### src/rtl/ttl_decrement_stage_if.sv
// ttl_decrement_stage_if: AXI4-Stream bundle (tdata/tstrb/tuser/tvalid/tlast/tready) with master/slave views
interface ttl_decrement_stage_if #(
  parameter int DATA_WIDTH = 256,
  parameter int USER_WIDTH = 128
);
  logic [DATA_WIDTH-1:0]   tdata;
  logic [DATA_WIDTH/8-1:0] tstrb;
  logic [USER_WIDTH-1:0]   tuser;
  logic                    tvalid;
  logic                    tlast;
  logic                    tready;
  modport master (output tdata, tstrb, tuser, tvalid, tlast, input tready);
  modport slave (input tdata, tstrb, tuser, tvalid, tlast, output tready);
endinterface

### src/rtl/ttl_decrement_stage.sv
// ttl_decrement_stage: IPv4 TTL decrement with incremental checksum update, TTL-expired redirect to paired CPU port.
// Define MAC_REWRITE_EN to also overwrite the source MAC of forwarded frames with the egress port's MAC.
module ttl_decrement_stage #(
  parameter int C_S_AXI_DATA_WIDTH   = 32,
  parameter int C_M_AXIS_DATA_WIDTH  = 256,
  parameter int C_S_AXIS_DATA_WIDTH  = 256,
  parameter int C_M_AXIS_TUSER_WIDTH = 128,
  parameter int C_S_AXIS_TUSER_WIDTH = 128,
  parameter int SRC_PORT_POS         = 16,
  parameter int DST_PORT_POS         = 24
) (
  input  logic                          AXI_ACLK,
  input  logic                          AXI_RESET,
  ttl_decrement_stage_if.slave          s_axis,
  ttl_decrement_stage_if.master         m_axis,
  input  logic                          cnt_clear,
  input  logic [C_S_AXI_DATA_WIDTH-1:0] mac0_low,
  input  logic [C_S_AXI_DATA_WIDTH-1:0] mac0_high,
  input  logic [C_S_AXI_DATA_WIDTH-1:0] mac1_low,
  input  logic [C_S_AXI_DATA_WIDTH-1:0] mac1_high,
  input  logic [C_S_AXI_DATA_WIDTH-1:0] mac2_low,
  input  logic [C_S_AXI_DATA_WIDTH-1:0] mac2_high,
  input  logic [C_S_AXI_DATA_WIDTH-1:0] mac3_low,
  input  logic [C_S_AXI_DATA_WIDTH-1:0] mac3_high,
  output logic [C_S_AXI_DATA_WIDTH-1:0] ttl_dec_count,
  output logic [C_S_AXI_DATA_WIDTH-1:0] ttl_expired_count
);
  localparam logic [0:0] HDR = 1'b0;
  localparam logic [0:0] PAY = 1'b1;
  logic [0:0]                        state;
  logic [C_S_AXIS_DATA_WIDTH-1:0]    nxt_data, skid_data;
  logic [C_S_AXIS_DATA_WIDTH/8-1:0]  skid_strb;
  logic [C_S_AXIS_TUSER_WIDTH-1:0]   nxt_user, skid_user;
  logic                              skid_last, skid_valid;
  logic                              accept, eligible, dec, expired, mac_hit;
  logic [7:0]                        src, dst, ttl;
  logic [15:0]                       csum, new_csum;
  logic [16:0]                       sum;
  logic [47:0]                       new_mac;
  logic                              unused_mac;
  assign s_axis.tready = !skid_valid && !AXI_RESET;
  assign accept   = s_axis.tvalid && s_axis.tready;
  assign src      = s_axis.tuser[SRC_PORT_POS +: 8];
  assign dst      = s_axis.tuser[DST_PORT_POS +: 8];
  assign ttl      = s_axis.tdata[79:72];
  assign csum     = s_axis.tdata[63:48];
  assign eligible = state == HDR && s_axis.tdata[159:144] == 16'h0800 && |(src & 8'h55);
  assign dec      = eligible && ttl >= 8'd2;
  assign expired  = eligible && ttl < 8'd2;
  // RFC 1624: adding ~0x0100 in one's complement removes one from the TTL/protocol word
  assign sum      = {1'b0, ~csum} + 17'h0FEFF;
  assign new_csum = ~(sum[15:0] + {15'b0, sum[16]});
`ifdef MAC_REWRITE_EN
  assign mac_hit    = |(dst & 8'h55);
  assign new_mac    = dst[0] ? {mac0_high[15:0], mac0_low} :
                      dst[2] ? {mac1_high[15:0], mac1_low} :
                      dst[4] ? {mac2_high[15:0], mac2_low} : {mac3_high[15:0], mac3_low};
  assign unused_mac = ^{mac0_high[C_S_AXI_DATA_WIDTH-1:16], mac1_high[C_S_AXI_DATA_WIDTH-1:16],
                        mac2_high[C_S_AXI_DATA_WIDTH-1:16], mac3_high[C_S_AXI_DATA_WIDTH-1:16]};
`else
  assign mac_hit    = 1'b0;
  assign new_mac    = '0;
  assign unused_mac = ^{mac0_low, mac0_high, mac1_low, mac1_high, mac2_low, mac2_high, mac3_low, mac3_high};
`endif
  always_comb begin
    nxt_data = s_axis.tdata;
    nxt_user = s_axis.tuser;
    if (dec) begin
      nxt_data[79:72] = ttl - 8'd1;
      nxt_data[63:48] = new_csum;
      if (mac_hit) nxt_data[207:160] = new_mac;
    end
    if (expired) nxt_user[DST_PORT_POS +: 8] = src << 1;
  end
  // Output register backed by a one-entry skid so tready can be registered without losing throughput
  always_ff @(posedge AXI_ACLK) begin
    if (AXI_RESET) begin
      state             <= HDR;
      skid_valid        <= 1'b0;
      skid_data         <= '0;
      skid_strb         <= '0;
      skid_user         <= '0;
      skid_last         <= 1'b0;
      m_axis.tvalid     <= 1'b0;
      m_axis.tdata      <= '0;
      m_axis.tstrb      <= '0;
      m_axis.tuser      <= '0;
      m_axis.tlast      <= 1'b0;
      ttl_dec_count     <= '0;
      ttl_expired_count <= '0;
    end else begin
      if (accept) state <= s_axis.tlast ? HDR : PAY;
      if (!m_axis.tvalid || m_axis.tready) begin
        m_axis.tvalid <= skid_valid || accept;
        skid_valid    <= 1'b0;
        if (skid_valid) begin
          m_axis.tdata <= skid_data;
          m_axis.tstrb <= skid_strb;
          m_axis.tuser <= skid_user;
          m_axis.tlast <= skid_last;
        end else if (accept) begin
          m_axis.tdata <= nxt_data;
          m_axis.tstrb <= s_axis.tstrb;
          m_axis.tuser <= nxt_user;
          m_axis.tlast <= s_axis.tlast;
        end
      end else if (accept) begin
        skid_valid <= 1'b1;
        skid_data  <= nxt_data;
        skid_strb  <= s_axis.tstrb;
        skid_user  <= nxt_user;
        skid_last  <= s_axis.tlast;
      end
      ttl_dec_count     <= cnt_clear ? '0 : ttl_dec_count + C_S_AXI_DATA_WIDTH'(accept && dec);
      ttl_expired_count <= cnt_clear ? '0 : ttl_expired_count + C_S_AXI_DATA_WIDTH'(accept && expired);
    end
  end
endmodule
### src/flat_wrapper.sv
// flat-port wrapper written by rule: the top's interface ports become plain ports
module ttl_decrement_stage_flat 
#(
  parameter int C_S_AXI_DATA_WIDTH   = 32,
  parameter int C_M_AXIS_DATA_WIDTH  = 256,
  parameter int C_S_AXIS_DATA_WIDTH  = 256,
  parameter int C_M_AXIS_TUSER_WIDTH = 128,
  parameter int C_S_AXIS_TUSER_WIDTH = 128,
  parameter int SRC_PORT_POS         = 16,
  parameter int DST_PORT_POS         = 24
)
  (AXI_ACLK, AXI_RESET, cnt_clear, mac0_low, mac0_high, mac1_low, mac1_high, mac2_low, mac2_high, mac3_low, mac3_high, ttl_dec_count, ttl_expired_count, s_axis_tdata, s_axis_tstrb, s_axis_tuser, s_axis_tvalid, s_axis_tlast, s_axis_tready, m_axis_tdata, m_axis_tstrb, m_axis_tuser, m_axis_tvalid, m_axis_tlast, m_axis_tready);
  ttl_decrement_stage_if s_axis_i ();
  ttl_decrement_stage_if m_axis_i ();
  input  logic AXI_ACLK;
  input  logic AXI_RESET;
  input  logic cnt_clear;
  input  logic [C_S_AXI_DATA_WIDTH-1:0] mac0_low;
  input  logic [C_S_AXI_DATA_WIDTH-1:0] mac0_high;
  input  logic [C_S_AXI_DATA_WIDTH-1:0] mac1_low;
  input  logic [C_S_AXI_DATA_WIDTH-1:0] mac1_high;
  input  logic [C_S_AXI_DATA_WIDTH-1:0] mac2_low;
  input  logic [C_S_AXI_DATA_WIDTH-1:0] mac2_high;
  input  logic [C_S_AXI_DATA_WIDTH-1:0] mac3_low;
  input  logic [C_S_AXI_DATA_WIDTH-1:0] mac3_high;
  output logic [C_S_AXI_DATA_WIDTH-1:0] ttl_dec_count;
  output logic [C_S_AXI_DATA_WIDTH-1:0] ttl_expired_count;
  input wire logic [$bits(s_axis_i.tdata)-1:0] s_axis_tdata;
  input wire logic [$bits(s_axis_i.tstrb)-1:0] s_axis_tstrb;
  input wire logic [$bits(s_axis_i.tuser)-1:0] s_axis_tuser;
  input wire logic [$bits(s_axis_i.tvalid)-1:0] s_axis_tvalid;
  input wire logic [$bits(s_axis_i.tlast)-1:0] s_axis_tlast;
  output wire logic [$bits(s_axis_i.tready)-1:0] s_axis_tready;
  output wire logic [$bits(m_axis_i.tdata)-1:0] m_axis_tdata;
  output wire logic [$bits(m_axis_i.tstrb)-1:0] m_axis_tstrb;
  output wire logic [$bits(m_axis_i.tuser)-1:0] m_axis_tuser;
  output wire logic [$bits(m_axis_i.tvalid)-1:0] m_axis_tvalid;
  output wire logic [$bits(m_axis_i.tlast)-1:0] m_axis_tlast;
  input wire logic [$bits(m_axis_i.tready)-1:0] m_axis_tready;
  assign s_axis_i.tdata = s_axis_tdata;
  assign s_axis_i.tstrb = s_axis_tstrb;
  assign s_axis_i.tuser = s_axis_tuser;
  assign s_axis_i.tvalid = s_axis_tvalid;
  assign s_axis_i.tlast = s_axis_tlast;
  assign s_axis_tready = s_axis_i.tready;
  assign m_axis_tdata = m_axis_i.tdata;
  assign m_axis_tstrb = m_axis_i.tstrb;
  assign m_axis_tuser = m_axis_i.tuser;
  assign m_axis_tvalid = m_axis_i.tvalid;
  assign m_axis_tlast = m_axis_i.tlast;
  assign m_axis_i.tready = m_axis_tready;
  ttl_decrement_stage #(.C_S_AXI_DATA_WIDTH(C_S_AXI_DATA_WIDTH), .C_M_AXIS_DATA_WIDTH(C_M_AXIS_DATA_WIDTH), .C_S_AXIS_DATA_WIDTH(C_S_AXIS_DATA_WIDTH), .C_M_AXIS_TUSER_WIDTH(C_M_AXIS_TUSER_WIDTH), .C_S_AXIS_TUSER_WIDTH(C_S_AXIS_TUSER_WIDTH), .SRC_PORT_POS(SRC_PORT_POS), .DST_PORT_POS(DST_PORT_POS)) u_core (.AXI_ACLK(AXI_ACLK), .AXI_RESET(AXI_RESET), .s_axis(s_axis_i), .m_axis(m_axis_i), .cnt_clear(cnt_clear), .mac0_low(mac0_low), .mac0_high(mac0_high), .mac1_low(mac1_low), .mac1_high(mac1_high), .mac2_low(mac2_low), .mac2_high(mac2_high), .mac3_low(mac3_low), .mac3_high(mac3_high), .ttl_dec_count(ttl_dec_count), .ttl_expired_count(ttl_expired_count));
endmodule
### config.mk
export PLATFORM = sky130hd
export DESIGN_NAME = ttl_decrement_stage_flat
export DESIGN_NICKNAME = d
export VERILOG_FILES = /design/src/rtl/ttl_decrement_stage_if.sv /design/src/rtl/ttl_decrement_stage.sv /design/src/flat_wrapper.sv
export SDC_FILE = /design/constraint.sdc
export NUM_CORES = 2
export LEC_CHECK = 0
export BUFFER_PORTS_ARGS = -buffer_cell sky130_fd_sc_hd__buf_2
export CORE_AREA = 2 2 448 450
export CTS_BUF_LIST = sky130_fd_sc_hd__clkbuf_16
export DETAILED_ROUTE_END_ITERATION = 7
export DIE_AREA = 0 0 450 452
export PLACE_DENSITY = 0.41
export SYNTH_ARGS = -nofsm -noshare
export SYNTH_HDL_FRONTEND = slang
export SYNTH_SLANG_ARGS = --single-unit
export TNS_END_PERCENT = 5
### constraint.sdc
create_clock -name AXI_ACLK -period 6.7 [get_ports AXI_ACLK]
set_clock_uncertainty 0.1 [all_clocks]
set_input_delay 0.67 -clock AXI_ACLK [delete_from_list [all_inputs] [get_ports AXI_ACLK]]
set_output_delay 0.67 -clock AXI_ACLK [all_outputs]
set_load 0.05 [all_outputs]
### Yosys cells after proc, flatten, opt, wreduce, memory -nomap -nowiden

Cells that the tools add are included.

| word-level totals | value |
|---|---|
| register bits after elaboration | 901 |
| output and inout bits | 483 |
| logic and storage cells | 56 |

| operators by class | value |
|---|---|
| add/sub/neg operators | 5 |
| magnitude comparators | 2 |
| equality and inequality tests | 1 |
| mux-type cells | 12 |
| bitwise logic cells | 4 |
| reduce and logical (&&, ||, !) cells | 19 |

Operators by type and width:

| operator | number |
|---|---|
| $mux W256 | 2 |
| $mux W128 | 2 |
| $add A32 B1 Y32 | 2 |
| $mux W32 | 2 |
| $not A16 Y16 | 2 |
| $add A16 B16 Y17 const B | 1 |
| $add A16 B1 Y16 | 1 |
| $eq A16 B12 Y1 const B | 1 |
| $mux W16 | 1 |
| $mux W8 | 2 |
| $ge A8 B2 Y1 const B | 1 |
| $logic_and A1 B1 Y1 | 8 |
| $lt A8 B2 Y1 const B | 1 |
| $sub A8 B1 Y8 const B | 1 |
| $reduce_and A2 Y1 | 2 |
| $reduce_or A2 Y1 | 2 |
| $reduce_or A4 Y1 | 1 |
| $logic_not A1 Y1 | 3 |
| $mux W1 | 3 |
| $logic_or A1 B1 Y1 | 2 |
| $not A1 Y1 | 2 |
| $reduce_bool A2 Y1 | 1 |

### Longest topological paths before layout

| logic depth | value |
|---|---|
| depth in word-level cells | 7 |
| mapped depth | 15 |
| depth with buffers taken out | 14 |

### Worst setup path after synthesis

No wires, ideal clock.

| path | value |
|---|---|
| path type | input -> register |
| start | in s_axis_tdata[149] |
| end | reg u_core.ttl_dec_count[30] |
| data arrival time | 3.448 ns |
| slack | 3.024 ns |
| stages | 14 |
| buffers on the path | 2 |
| cell sequence | nor4_1 nand2_1 nor4_1 buf_2 and3_1 ha_1 ha_1 and3_1 clkbuf_1 nand2_1 nor3_1 nand3_1 xor2_1 nor2_1 |

| between the ends | value |
|---|---|
| word-level cells in the longest chain between the ends | 6 |

Ends and longest elaborated chain:

| item | RTL line | RTL |
|---|---|---|
| start, declared | flat_wrapper.sv:28 | `input wire logic [$bits(s_axis_i.tdata)-1:0] s_axis_tdata;` |
| $eq A16 B12 Y1 | ttl_decrement_stage.sv:47 | `assign eligible = state == HDR && s_axis.tdata[159:144] == 16'h0800 && \|(src & 8'h55);` |
| $logic_and A1 B1 Y1 (2 in a row) | ttl_decrement_stage.sv:47 |  |
| $logic_and A1 B1 Y1 | ttl_decrement_stage.sv:48 | `assign dec = eligible && ttl >= 8'd2;` |
| $logic_and A1 B1 Y1 | ttl_decrement_stage.sv:114 | `ttl_dec_count <= cnt_clear ? '0 : ttl_dec_count + C_S_AXI_DATA_WIDTH'(accept && dec);` |
| $add A32 B1 Y32 | ttl_decrement_stage.sv:114 |  |
| end signal, assigned | ttl_decrement_stage.sv:114 |  |
| end, declared | ttl_decrement_stage.sv:25 | `output logic [C_S_AXI_DATA_WIDTH-1:0] ttl_dec_count,` |

No other way between the ends.
A chain may end at the register's enable or synchronous reset.

### Final worst setup path

| path | value |
|---|---|
| start | in s_axis_tdata[158] |
| end | reg u_core.ttl_dec_count[28] |

The elaborated chain is that of the path after synthesis.

==> results_dict.tcl <==
set metrics [dict create \
    syn2layout_area_growth_pct 38.9 \
    ys_warn_count 0 \
    antenna_found_initial 103 \
    status "complete, no violations" \
    cts_tree "yes" \
    whs_path_depth 3 \
    clockPowerShare_pct 43.1 \
    placed_area_sq_um 43000 \
    grt-ovfl-total 0 \
    dr_total_vias 33700 \
    final_max_slew_viol_count 0 \
    initial_core_util_pct 18.1 \
    yosys_register_bits 901 \
    endpoint_kind "flip-flop" \
    worstPathArrival_ns 5.31 \
    routed_via_density 4.20 \
    ys.flop_type "dfxtp_1" \
    synth_edf_count 0 \
    port_buffers 904 \
    ctsResizeCount 0 \
    r2r_start "u_core.state" \
    gp_congestion 0.862 \
    period_share_pct 71.7 \
    setup_viol 0 \
    p_int_w 0.00957 \
    yosysUniqueCellTypes 57 \
    worst_pin_slew_ns 1.23 \
    row_count 164 \
    drt-pass1-iter-count 6 \
    grt_pass1_wl_microns 231000 \
    drc_errors 0 \
    r2r_end "u_core.ttl_dec_count[28]" \
    antenna_left 0 \
    grt_max_degree 193 \
    cts_buffers 112 \
    swShare_pct 30.7 \
    cts.htree.levels 3 \
    track_usage_pct 15.5 \
    final_nets 5918 \
    core_sq_um 199000 \
    die_w_microns 450 \
    grt_pass1_vias 31000 \
    finalHoldViolCount 0 \
    hold_class "in -> reg" \
    drive_above_1_share_pct 20.7 \
    power_frac_comb_pct 15.5 \
    fin_crit_ns 4.81 \
    setup_tns_ns 0 \
    syn_nets 4874 \
    r2r_setup_slack_ns 2.45 \
    maxCapViolCount 0 \
    crit_start "s_axis_tdata[158]" \
    synth_cells 4186 \
    switchingPower_w 0.00425 \
    p_per_area_nw_per_um2 276 \
    rsz0062_at_grt "no" \
    start_kind "input port" \
    cp_max_fo 6 \
    die_y_microns 452 \
    ios 1161 \
    first_iter_violations 2257 \
    ir_drop_v 0.000191 \
    async_flop_share_pct 0 \
    clk_latency_ns 0.76 \
    ys_seq_area_share_pct 50.1 \
    crit_end "u_core.ttl_dec_count[28]" \
    slew_headroom_pct 18.2 \
    fmax_mhz 208 \
    clock-root-buffer "clkbuf_16" \
    wirelength_microns 165000 \
    place_hpwl_microns 118000 \
    finalInstanceArea_sq_um 50100 \
    syn_area_per_cell_sq_um 8.61 \
    clk_pin_slew_worst_paths_ns 0.06 \
    power_leakage_nw 18.5 \
    setup.worst_path.class "in -> reg" \
    r2r_cells 12 \
    clkSinkCount 901 \
    post_drt_wl_per_cell_microns 20.6 \
    nFillCells 21800 \
    synthesis.area_sq_um 36000 \
    cts.path.max_buffers 3 \
    dieArea_sq_um 203000 \
    required_ns 7.20 \
    seq_power_share_pct 41.4 \
]
-- per-layer routing --
layer	share of wire (%)	global-route usage, %	routed length (microns)	vias to the layer above
met5	0.24	0	396	-
met4	4.2	7.02	6860	62
met3	8.3	4.86	13700	299
met2	44	23.5	72500	1002
met1	43	19.9	71400	15700
li1	-	-	-	16500
-- state kept, by name, summed over array words and instances (netlist names) --
name                      cells
u_core.m_axis.tuser         128
u_core.ttl_expired_count     32
u_core.skid_data            256
u_core.skid_last              1
u_core.state                  1
u_core.m_axis.tdata         256
u_core.skid_valid             1
u_core.skid_user            128
u_core.skid_strb             32
u_core.m_axis.tlast           1
u_core.m_axis.tstrb          32
u_core.m_axis.tvalid          1
u_core.ttl_dec_count         32
-- Yosys cell counts, types with 4 or more instances --
cell      instances  area share, %
nand4_1          11           0.19
nor4_1            4          0.069
nor3_1           29           0.40
a21oi_1         423            5.9
or3_1             8           0.14
xnor2_1          30           0.73
dfxtp_1         901             50
nor2b_1           5          0.087
buf_1            11           0.11
nand3_1          40           0.56
o21bai_1          5           0.10
xor2_1           51            1.2
buf_2             6          0.083
o211ai_1          7           0.15
ha_1             10           0.35
nor2_1          512            5.3
mux2i_1         393             11
inv_1             9          0.094
a31oi_1           8           0.14
nand2_1         868            9.0
a211o_1           4          0.097
clkbuf_1        330            3.4
o21ai_0          29           0.40
and2_1            6           0.10
a211oi_1        412            8.6
and4_1            4          0.097
and3_1           21           0.36
nand2b_1         10           0.17
-- timing repair --
| item | 4_1_cts | 5_1_grt |
|---|---|---|
| endpoints found under the hold margin | 338 | 0 |
| setup buffers | 0 | 0 |
| hold buffers | 338 | 0 |
-- how the worst min path moves through the flow --
stage / start / to
6_report: s_axis_tuser[84] / u_core.skid_user[84]
4_1_cts: s_axis_tdata[11] / u_core.skid_data[11]
5_1_grt: s_axis_tuser[84] / u_core.skid_user[84]
3_5_place_dp: u_core.m_axis.tdata[50] / u_core.m_axis.tdata[50]
3_3_place_gp: u_core.m_axis.tuser[27] / u_core.m_axis.tuser[27]
2_1_floorplan: u_core.skid_data[0] / u_core.skid_data[0]
-- area by class of cell --
type                            count  area, sq um  area share, %
Antenna cell                       36         90.1          0.180
Clock buffer                      113         2830           5.65
Clock inverter                     93          734           1.47
Inverter                            9         33.8         0.0675
Multi-Input combinational cell   2928        16700           33.3
Sequential cell                   901        18000           36.0
Tap cell                         2656         3320           6.64
Timing Repair Buffer             1278         8310           16.6
-- metrics by stage --
| step | utilization, % | instances | hold WS, ns | total power [W] | setup slack [ns] |
|---|---|---|---|---|---|
| after floorplan | - | 4186 | 0.336 | 0.00710 | 3.02 |
| after global placement | 21.7 | 7434 | 0.339 | 0.00780 | 1.44 |
| after CTS | 25.2 | 7978 | 0.0000283 | 0.0141 | 1.81 |
| final | 25.2 | 8014 | 0.0992 | 0.0138 | 1.89 |
| after global routing | 25.2 | 7997 | 0.0501 | 0.0144 | 1.48 |
| after detailed placement | 21.7 | 7434 | 0.346 | 0.00781 | 1.47 |
-- cells in the final DEF, fill, tap and decap left out, types with 6 or more instances in the layout --
cell type and count:
a31oi_1 8, and2_1 6, nor3_1 29, a21oi_1 423, xnor2_1 30, diode_2 36, clkbuf_16 113, buf_12 10
nand4_1 11, nand2b_1 10, and3_1 21, nor2_1 511, or3_1 8, bufinv_16 8, dlygate4sd3_1 338, clkinv_2 9
buf_4 26, nand2_1 868, ha_1 10, dfxtp_1 900, a211oi_1 412, inv_1 42, clkinv_1 31, o21ai_0 29
o211ai_1 7, xor2_1 51, mux2i_1 393, nand3_1 40, buf_2 903
-- cells by family (layout without fill, tap and decap cells) --
family	after synthesis	after routing	share of synthesized area, %
xor+xnor	81	81	1.97
simple gates	1538	1538	17.2
compound gates	906	906	15.8
other cells	0	36	0
mux	393	393	10.9
fa+ha+maj	10	10	0.347
buf+inv	357	1493	3.75
flops	901	901	50.1
-- power groups by stage --
stage	logic, W	registers [W]	clock network, W
global route	0.00228	0.00575	0.00641
detailed placement	0.00197	0.00584	0
global placement	0.00196	0.00583	0
finish	0.00214	0.00572	0.00596
floorplan	0.000606	0.00649	0
CTS	0.00217	0.00572	0.00620
-- worst max-delay path, stage by stage --
cell	delay (ns)
dlygate4sd3_1	0.54
buf_2	0.14
nor3_1	0.67
buf_4	0.27
o41ai_2	0.16
nor4_2	0.50
and3_1	0.44
ha_1	0.26
ha_1	0.21
and3_1	0.33
nand2_1	0.19
nor3_1	0.52
nand3_1	0.17
xor2_1	0.17
nor2_1	0.05
Note: power is estimated with default switching activity, not from simulation.
